==> config.mk <==
export PLATFORM = sky130hd
export DESIGN_NAME = pipeline_boot_ctrl
export DESIGN_NICKNAME = d
export VERILOG_FILES = /design/src/rtl/pipeline_boot_ctrl_pkg.sv /design/src/rtl/pipeline_boot_ctrl.sv
export SDC_FILE = /design/constraint.sdc
export NUM_CORES = 1
export LEC_CHECK = 0
export BUFFER_PORTS_ARGS = -buffer_cell sky130_fd_sc_hd__buf_2
export CAP_MARGIN = 5
export CELL_PAD_IN_SITES_DETAIL_PLACEMENT = 0
export CELL_PAD_IN_SITES_GLOBAL_PLACEMENT = 2
export CORE_ASPECT_RATIO = 1.4
export CORE_MARGIN = 1
export CORE_UTILIZATION = 30
export DETAILED_ROUTE_END_ITERATION = 12
export GPL_TIMING_DRIVEN = 0
export PLACE_DENSITY_LB_ADDON = 0.1
export SLEW_MARGIN = 10
export SYNTH_ARGS = -nofsm -noshare
export SYNTH_HDL_FRONTEND = slang
export SYNTH_SLANG_ARGS = --single-unit
export TNS_END_PERCENT = 5
==> constraint.sdc <==
create_clock -name clk -period 3.91 [get_ports clk]
set_input_delay 0.391 -clock clk [delete_from_list [all_inputs] [get_ports clk]]
set_output_delay 0.391 -clock clk [all_outputs]
set_load 0.02 [all_outputs]
==> src/rtl/pipeline_boot_ctrl_pkg.sv <==
// Shared definitions for the pipeline boot/run sequencer: state encoding and
// the data-path width and default instruction memory depth.
package pipeline_boot_ctrl_pkg;

    localparam int XLEN               = 32;
    localparam int IMEM_DEPTH_DEFAULT = 256;

    typedef enum logic [1:0] {
        ST_IDLE = 2'd0,
        ST_LOAD = 2'd1,
        ST_RUN  = 2'd2,
        ST_DONE = 2'd3
    } boot_state_e;

endpackage

==> src/rtl/pipeline_boot_ctrl.sv <==
// Boot/run sequencer: streams a program into instruction memory over a
// valid/ready handshake, then releases the core for a bounded or halted run.
module pipeline_boot_ctrl
    import pipeline_boot_ctrl_pkg::*;
#(
    parameter int IMEM_DEPTH = IMEM_DEPTH_DEFAULT,
    parameter int CYC_W      = 16,
    parameter int ADDR_STEP  = 4
) (
    input  logic              clk,
    input  logic              rst,
    input  logic              load_req,
    input  logic              word_valid,
    output logic              word_ready,
    input  logic [XLEN-1:0]   word_data,
    input  logic              word_last,
    input  logic [CYC_W-1:0]  run_cycles,
    input  logic              halt,
    output logic              start,
    output logic [XLEN-1:0]   address,
    output logic [XLEN-1:0]   instruction,
    output logic              busy,
    output logic              done,
    output logic              err,
    output logic [CYC_W-1:0]  cycle_count
);

    localparam int                CNT_W    = $clog2(IMEM_DEPTH + 1);
    localparam logic [CNT_W-1:0]  CNT_FULL = CNT_W'(IMEM_DEPTH);

    boot_state_e       state_q, state_d;
    logic [CNT_W-1:0]  word_cnt_q, word_cnt_d;
    logic              last_seen_q, last_seen_d;
    logic [CYC_W-1:0]  budget_q, budget_d;
    logic [CYC_W-1:0]  cycle_cnt_q, cycle_cnt_d;
    logic              err_q, err_d;
    logic [XLEN-1:0]   address_q, address_d;
    logic [XLEN-1:0]   instruction_q, instruction_d;

    logic              ready_c;
    logic              beat_c;
    logic              budget_hit_c;

    function automatic logic [CYC_W-1:0] sat_inc(input logic [CYC_W-1:0] v);
        if (v == {CYC_W{1'b1}}) begin
            return v;
        end
        return v + CYC_W'(1);
    endfunction

    // Once the last word is taken, ready drops so the final word is shown
    // for one cycle with start still high before the core is released.
    assign ready_c      = (state_q == ST_LOAD) && !last_seen_q && (word_cnt_q < CNT_FULL);
    assign beat_c       = word_valid && ready_c;
    assign budget_hit_c = (budget_q != '0) &&
                          (({1'b0, cycle_cnt_q} + (CYC_W + 1)'(1)) == {1'b0, budget_q});

    always_comb begin
        state_d       = state_q;
        word_cnt_d    = word_cnt_q;
        last_seen_d   = last_seen_q;
        budget_d      = budget_q;
        cycle_cnt_d   = cycle_cnt_q;
        err_d         = err_q;
        address_d     = address_q;
        instruction_d = instruction_q;

        case (state_q)
            ST_IDLE, ST_DONE: begin
                if (load_req) begin
                    budget_d    = run_cycles;
                    word_cnt_d  = '0;
                    last_seen_d = 1'b0;
                    cycle_cnt_d = '0;
                    err_d       = 1'b0;
                    state_d     = ST_LOAD;
                end
            end
            ST_LOAD: begin
                if (last_seen_q) begin
                    state_d = ST_RUN;
                end else if (beat_c) begin
                    address_d     = XLEN'(word_cnt_q) * XLEN'(ADDR_STEP);
                    instruction_d = word_data;
                    word_cnt_d    = word_cnt_q + CNT_W'(1);
                    last_seen_d   = word_last;
                end else if (word_cnt_q == CNT_FULL) begin
                    // Memory full without a last marker: abort, core never runs.
                    err_d   = 1'b1;
                    state_d = ST_DONE;
                end
            end
            ST_RUN: begin
                cycle_cnt_d = sat_inc(cycle_cnt_q);
                if (halt || budget_hit_c) begin
                    state_d = ST_DONE;
                end
            end
            default: begin
                state_d = ST_IDLE;
            end
        endcase
    end

    always_ff @(posedge clk) begin
        if (rst) begin
            state_q       <= ST_IDLE;
            word_cnt_q    <= '0;
            last_seen_q   <= 1'b0;
            budget_q      <= '0;
            cycle_cnt_q   <= '0;
            err_q         <= 1'b0;
            address_q     <= '0;
            instruction_q <= '0;
        end else begin
            state_q       <= state_d;
            word_cnt_q    <= word_cnt_d;
            last_seen_q   <= last_seen_d;
            budget_q      <= budget_d;
            cycle_cnt_q   <= cycle_cnt_d;
            err_q         <= err_d;
            address_q     <= address_d;
            instruction_q <= instruction_d;
        end
    end

    assign word_ready  = ready_c;
    assign start       = (state_q != ST_RUN);
    assign busy        = (state_q == ST_LOAD) || (state_q == ST_RUN);
    assign done        = (state_q == ST_DONE);
    assign err         = err_q;
    assign cycle_count = cycle_cnt_q;
    assign address     = address_q;
    assign instruction = instruction_q;

endmodule

==> results of run 1 <==
how the worst min path moves through the flow:
stage	startpoint	endpoint	slack [ns]
2_1_floorplan	last_seen_q	last_seen_q	0.45
3_3_place_gp	instruction[23]	instruction[23]	0.44
3_5_place_dp	address[9]	address[9]	0.44
4_1_cts	word_last	last_seen_q	0.26
5_1_grt	word_data[25]	instruction[25]	0.28
6_report	word_last	last_seen_q	0.27
cells by family after synthesis:
| family | after synthesis | share of synthesized area [%] |
|---|---|---|
| simple gates | 234 | 26.8 |
| flops | 86 | 41.3 |
| buf+inv | 68 | 8.37 |
| other cells | 1 | 0.0899 |
| compound gates | 123 | 16.6 |
| xor+xnor | 24 | 5.04 |
| fa+ha+maj | 6 | 1.80 |
power by group through the flow:
stage	registers, mW	logic, mW	clock network [mW]
after floorplan	1.10	0.690	0
after global placement	1.06	1.04	0
after global routing	1.06	1.16	0.871
after detailed placement	1.06	1.05	0
final	1.04	1.03	0.811
after CTS	1.04	1.05	0.836
flip-flops by register name, summed over array words and instances, names as in the netlist:
register     count
cycle_count     16
err              1
state_q          2
word_cnt_q       9
budget_q        16
address          9
last_seen_q      1
instruction     32
cell type report:
| type | instances | area share, % |
|---|---|---|
| diodes | 1 | 0.0470 |
| plain buffers | 57 | 5.78 |
| clock buffers | 9 | 4.23 |
| clock inverters | 7 | 0.916 |
| inverters | 11 | 0.775 |
| multi-input cells | 410 | 41.0 |
| flip-flops and latches | 86 | 32.3 |
| well taps | 182 | 4.27 |
| repair buffers | 114 | 10.7 |
cells in the final DEF (no fill, tap or decap), types with 4 or more instances in the layout:
master      count
nand2_1       125
buf_2         114
dfxtp_1        86
a21oi_1        80
clkbuf_1       32
nor2_1         30
buf_4          23
conb_1         23
o21ai_0        16
xnor2_1        15
nand4_1        13
inv_1          10
or3_1          10
nand3_1         9
xor2_1          9
clkbuf_16       9
nor3_1          8
a21o_1          6
ha_1            6
nor4_1          5
and3_1          5
nor3b_1         4
and4_1          4
clkinvlp_4      4
per-stage QoR:
step	total power, mW	hold WS, ns	worst slack (ns)	cells	cell area [µm²]
global route	3.09	0.275	0.280	876	5330
global placement	2.09	0.440	0.521	860	5050
finish	2.89	0.272	0.556	877	5330
detailed placement	2.11	0.444	0.541	860	5050
CTS	2.93	0.264	0.522	876	5330
floorplan	1.78	0.451	1.39	564	4250
worst max-delay path, cell delays in order, from the launching register on:
cell and delay (ns):
dfxtp_1 0.46, ha_1 0.36, and4_1 0.33, nand4_1 0.25, o21ai_1 0.75, or2_1 0.30
clkbuf_1 0.46, nor3_1 0.11, a21oi_1 0.14, nor2_1 0.05
layer usage:
metal / track usage [%] / wire, µm / vias to the layer above
met2: 31.5 / 6260 / 124
met1: 20.2 / 4960 / 1828
li1: - / - / 2111
met4: 7.02 / 316 / 0
met3: 5.12 / 748 / 20
met5: 0 / 0 / -
==> key figures, run 1 <==
Global routing
  • Initial antenna violation count: 0
  • Largest net degree at the start of global routing: 16
  • GR Overflow Total: 0
  • Tot GR Track Use: 18.0%
  • Global-route wire length before repair: 19900 µm
  • Vias in the first global route: 3969

Clocking
  • Clk pin slew, worst setup/hold paths: 0.07 ns
  • Clk root buf: clkbuf_16
  • CTS tree: yes
  • Hold Buf Count CTS: 0
  • Worst-Skew Late Latency: 0.34 ns
  • Post-CTS sizing: 0
  • Post-CTS Setup Inserts: 0
  • Total CTS buffers: 9
  • Clock tree buffer depth: 2
  • H-tree Lvls: 3
  • CTS Sinks: 86

STA
  • Setup Skew: 0.00945 ns
  • Setup Viol. Count Final: 0
  • Final period utilization: 85.8%
  • F_max: 298 MHz
  • Slew Limit Fails: 0
  • Slew margin rel.: 43.5%
  • Worst Tran Pin Value: 0.842 ns
  • Setup TNS Final: 0 ns
  • Min Clock Period, post-route: 3.35 ns
  • RSZ-0062 raised after global routing: no
  • Final hold viol count: 0

Pwr
  • Net Sw Frac: 39.3%
  • Net Switching: 1.13 mW
  • Fraction of power consumed by sequential logic: 36.1%
  • Clock power share: 28.1%
  • Internal: 1.75 mW
  • P per Cell Area: 542 mW/mm²
  • Maximum vdd drop: 0.188 mV
  • Leak: 2.23 nW
  • Comb power frac: 35.8%

Yosys
  • Sequential share of the synthesized area: 41.3%
  • Mean Syn Cell Area: 7.69 µm²
  • #FFs+latches synth: 86
  • Yosys Warn Count: 0
  • Asr flop ratio synth: 0%
  • Top-area cell type share of the netlist area: 41.3%
  • Cell area after synthesis: 0.00417 mm²
  • Main synth FF type: dfxtp_1
  • Largest cells by area after synthesis: dfxtp_1 (41%), nand2_1 (11%), a21oi_1 (9.6%)
  • Commonest cells post-synth: nand2_1 (125), dfxtp_1 (86), a21oi_1 (80), clkbuf_1 (32), nor2_1 (30)
  • Mapped Cells: 542
  • Cell taking the most area after synthesis: dfxtp_1
  • EDFF count, synth: 0
  • Most common cell in the synthesized netlist: nand2_1
  • Post-synthesis cell type count: 51

Detailed routing
  • Overall routed net length: 12300 µm
  • DR pass1 iterations: 4
  • Post-DRT Antenna Nets: 0
  • DR vias: 4083
  • DRC: 0
  • DR vias/cell: 4.66
  • Iter 0 DRT Violations: 103
  • DR WL/cell: 14.0 µm

Floorplan
  • I/O pin count: 139
  • Height of the die: 142 µm
  • Initial core utilization: 31.0%
  • Core area: 0.0135 mm²
  • Die ar.: 0.0144 mm²
  • FP Rows: 50
  • Die width: 102 µm

Hold path
  • Hold Crit Depth: 3
  • Worst Hold Class: input port to flop

Finish
  • Final core utilization: 39.6%
  • Final net count: 749
  • Area growth, synth to finish: 27.8%
  • Layout fillers: 1466
  • Share of cells above drive strength 1: 22.9%
  • Area occupied by multi-input gates: 0.00218 mm²
  • Register area: 0.00172 mm²

Critical path
  • CP startpoint: cycle_count[0]
  • FF-to-FF End: cycle_count[15]
  • CP required: 4.12 ns
  • Cells on worst reg2reg path: 9
  • Worst-path fanout max: 10
  • Kind of critical path: flop to flop
  • Worst Path Arrival: 3.57 ns
  • Startpoint type of the worst setup path: flop
  • CP Capture Point: cycle_count[15]
  • R2R Setup Slk: 0.56 ns
  • Origin of the critical flop-to-flop path: cycle_count[0]
  • Setup crit end kind: flop

Run status
  • Outcome: finished clean

Job
  • Max Cap Violations: 0

Place
  • Placed wire-length estimate: 9570 µm
  • Gpl congestion: 0.844
  • Buffers on Ports: 114
Power figures use the tool's default switching activity.
==> inputs of run 2 (changes only) <==
--- a/config.mk
+++ b/config.mk
@@ -13,7 +13,6 @@
 export CORE_MARGIN = 1
 export CORE_UTILIZATION = 30
 export DETAILED_ROUTE_END_ITERATION = 12
-export GPL_TIMING_DRIVEN = 0
 export PLACE_DENSITY_LB_ADDON = 0.1
 export SLEW_MARGIN = 10
 export SYNTH_ARGS = -nofsm -noshare
==> key figures, run 2 (same netlist as run 1, synthesis figures left out) <==
Run status
  • Outcome: finished clean

Hold path
  • Hold Path End: instruction[21]
  • Hold Crit Depth: 3
  • Hold Crit Start: word_data[21]
  • Worst Hold Class: input port to flop

STA
  • RSZ-0062 raised after global routing: no
  • WHS: 0.280 ns
  • Worst Tran Pin Value: 0.738 ns
  • Slew margin rel.: 50.8%
  • Setup TNS Final: 0 ns
  • F_max: 354 MHz
  • Setup Viol. Count Final: 0
  • Min Clock Period, post-route: 2.83 ns
  • Setup Skew: 0.00509 ns
  • Final hold viol count: 0
  • Final period utilization: 72.3%
  • Slew Limit Fails: 0

Finish
  • Final net count: 697
  • Area growth, synth to finish: 23.0%
  • Most common cell after layout, fill and taps aside: nand2_1
  • Max reg flops: 32
  • Most frequent cells in the layout: nand2_1 (125), buf_2 (115), dfxtp_1 (86)
  • Layout fillers: 1484
  • Share of cells above drive strength 1: 21.8%

Clocking
  • Hold Buf Count CTS: 0
  • Clk pin slew, worst setup/hold paths: 0.07 ns
  • Post-CTS Setup Inserts: 0
  • CTS tree: yes
  • Post-CTS sizing: 0
  • Worst-Skew Late Latency: 0.34 ns
  • Clock tree buffer depth: 2
  • H-tree Lvls: 3
  • CTS Sinks: 86
  • Total CTS buffers: 9
  • Clk root buf: clkbuf_16

Global routing
  • Tot GR Track Use: 17.4%
  • Largest net degree at the start of global routing: 69
  • GR Overflow Total: 0
  • Vias in the first global route: 3740
  • Initial antenna violation count: 2
  • Global-route wire length before repair: 19300 µm

Place
  • Buffers on Ports: 115
  • Gpl congestion: 0.803
  • Placed wire-length estimate: 8810 µm

Critical path
  • Cell Chain, Critical Path: inv_1 -> ha_1 -> nor3b_1 -> nand2_4 -> o211ai_1 -> or4_1 -> nor4_2 -> nor2_1 -> a221oi_1
  • Worst path depth: 9
  • Crit-path slowest cell: or4_1
  • Setup crit end kind: flop
  • CP required: 4.15 ns
  • Origin of the critical flop-to-flop path: state_q[1]
  • Crit path buffers/inverters: 1
  • Kind of critical path: flop to flop
  • Cells on worst reg2reg path: 9
  • FF-to-FF End: state_q[0]
  • Startpoint type of the worst setup path: flop
  • Crit-path leading delay family: simple AND/OR/NAND/NOR gates
  • R2R Setup Slk: 1.08 ns
  • CP max stage delay: 0.57 ns
  • Worst-path fanout max: 45
  • Worst Path Arrival: 3.07 ns

Detailed routing
  • DRC: 0
  • Iter 0 DRT Violations: 145
  • DR WL/cell: 14.8 µm
  • Post-DRT Antenna Nets: 0
  • DR vias: 3968
  • DR pass1 iterations: 4
  • Overall routed net length: 12200 µm
  • DR vias/cell: 4.80

Pwr
  • Leak: 2.12 nW
  • P per Cell Area: 594 mW/mm²
  • Maximum vdd drop: 0.230 mV

Floorplan
  • Core area: 0.0135 mm²
  • I/O pin count: 139
  • FP Rows: 50
  • Die width: 102 µm
  • Initial core utilization: 31.0%
  • Die ar.: 0.0144 mm²
  • Height of the die: 142 µm

Job
  • Max Cap Violations: 0
-- run 2: worst register-to-register path, delay by kind of cell, from the launching register on --
kind	cells	cell delay (ns)
buf+inv	1	0.07
flops	1	0.36
compound gates	2	0.46
simple gates	5	1.62
fa+ha+maj	1	0.21
-- run 2: cell type report --
class | instances | area (µm²) | share of cell area, %
diodes | 2 | 5.00 | 0.0976
clock buffers | 9 | 225 | 4.39
well taps | 182 | 228 | 4.44
inverters | 11 | 41.3 | 0.805
multi-input cells | 410 | 2180 | 42.5
repair buffers | 119 | 606 | 11.8
flip-flops and latches | 86 | 1720 | 33.6
clock inverters | 7 | 121 | 2.37
-- run 2: worst max path at each step --
| stage | from | endpoint | slack (ns) |
|---|---|---|---|
| 2_1_floorplan | state_q[1] | word_cnt_q[5] | 1.39 |
| 3_3_place_gp | state_q[1] | state_q[0] | 1.21 |
| 3_5_place_dp | state_q[1] | state_q[0] | 1.08 |
| 4_1_cts | state_q[1] | state_q[0] | 1.06 |
| 5_1_grt | state_q[1] | word_cnt_q[5] | 0.80 |
| 6_report | state_q[1] | state_q[0] | 1.08 |
-- run 2: where the power goes --
group / total (mW) / switching (mW) / internal [mW]
logic: 1.01 / 0.666 / 0.339
registers: 1.04 / 0.0747 / 0.967
clock network: 0.999 / 0.371 / 0.628
total: 3.05 / 1.11 / 1.93
-- run 2: per-layer routing --
metal  GRT usage, %  wire length (µm)  up-vias
li1               -                 -     2000
met1           19.9              4950     1828
met2           30.2              6200      124
met3           5.52               854       16
met4           5.95               235        0
met5              0                 0        -
-- run 2: metrics by stage --
| stage | power (mW) | setup WS [ns] | util, % | instance area, µm² | instances |
|---|---|---|---|---|---|
| 5_1_grt | 3.26 | 0.796 | 38.1 | 5130 | 825 |
| 2_1_floorplan | 1.78 | 1.39 | - | 4250 | 564 |
| 6_report | 3.05 | 1.08 | 38.1 | 5130 | 826 |
| 3_3_place_gp | 2.09 | 1.21 | 35.5 | 4780 | 808 |
| 3_5_place_dp | 2.10 | 1.08 | 35.5 | 4780 | 808 |
| 4_1_cts | 3.11 | 1.06 | 38.1 | 5120 | 824 |
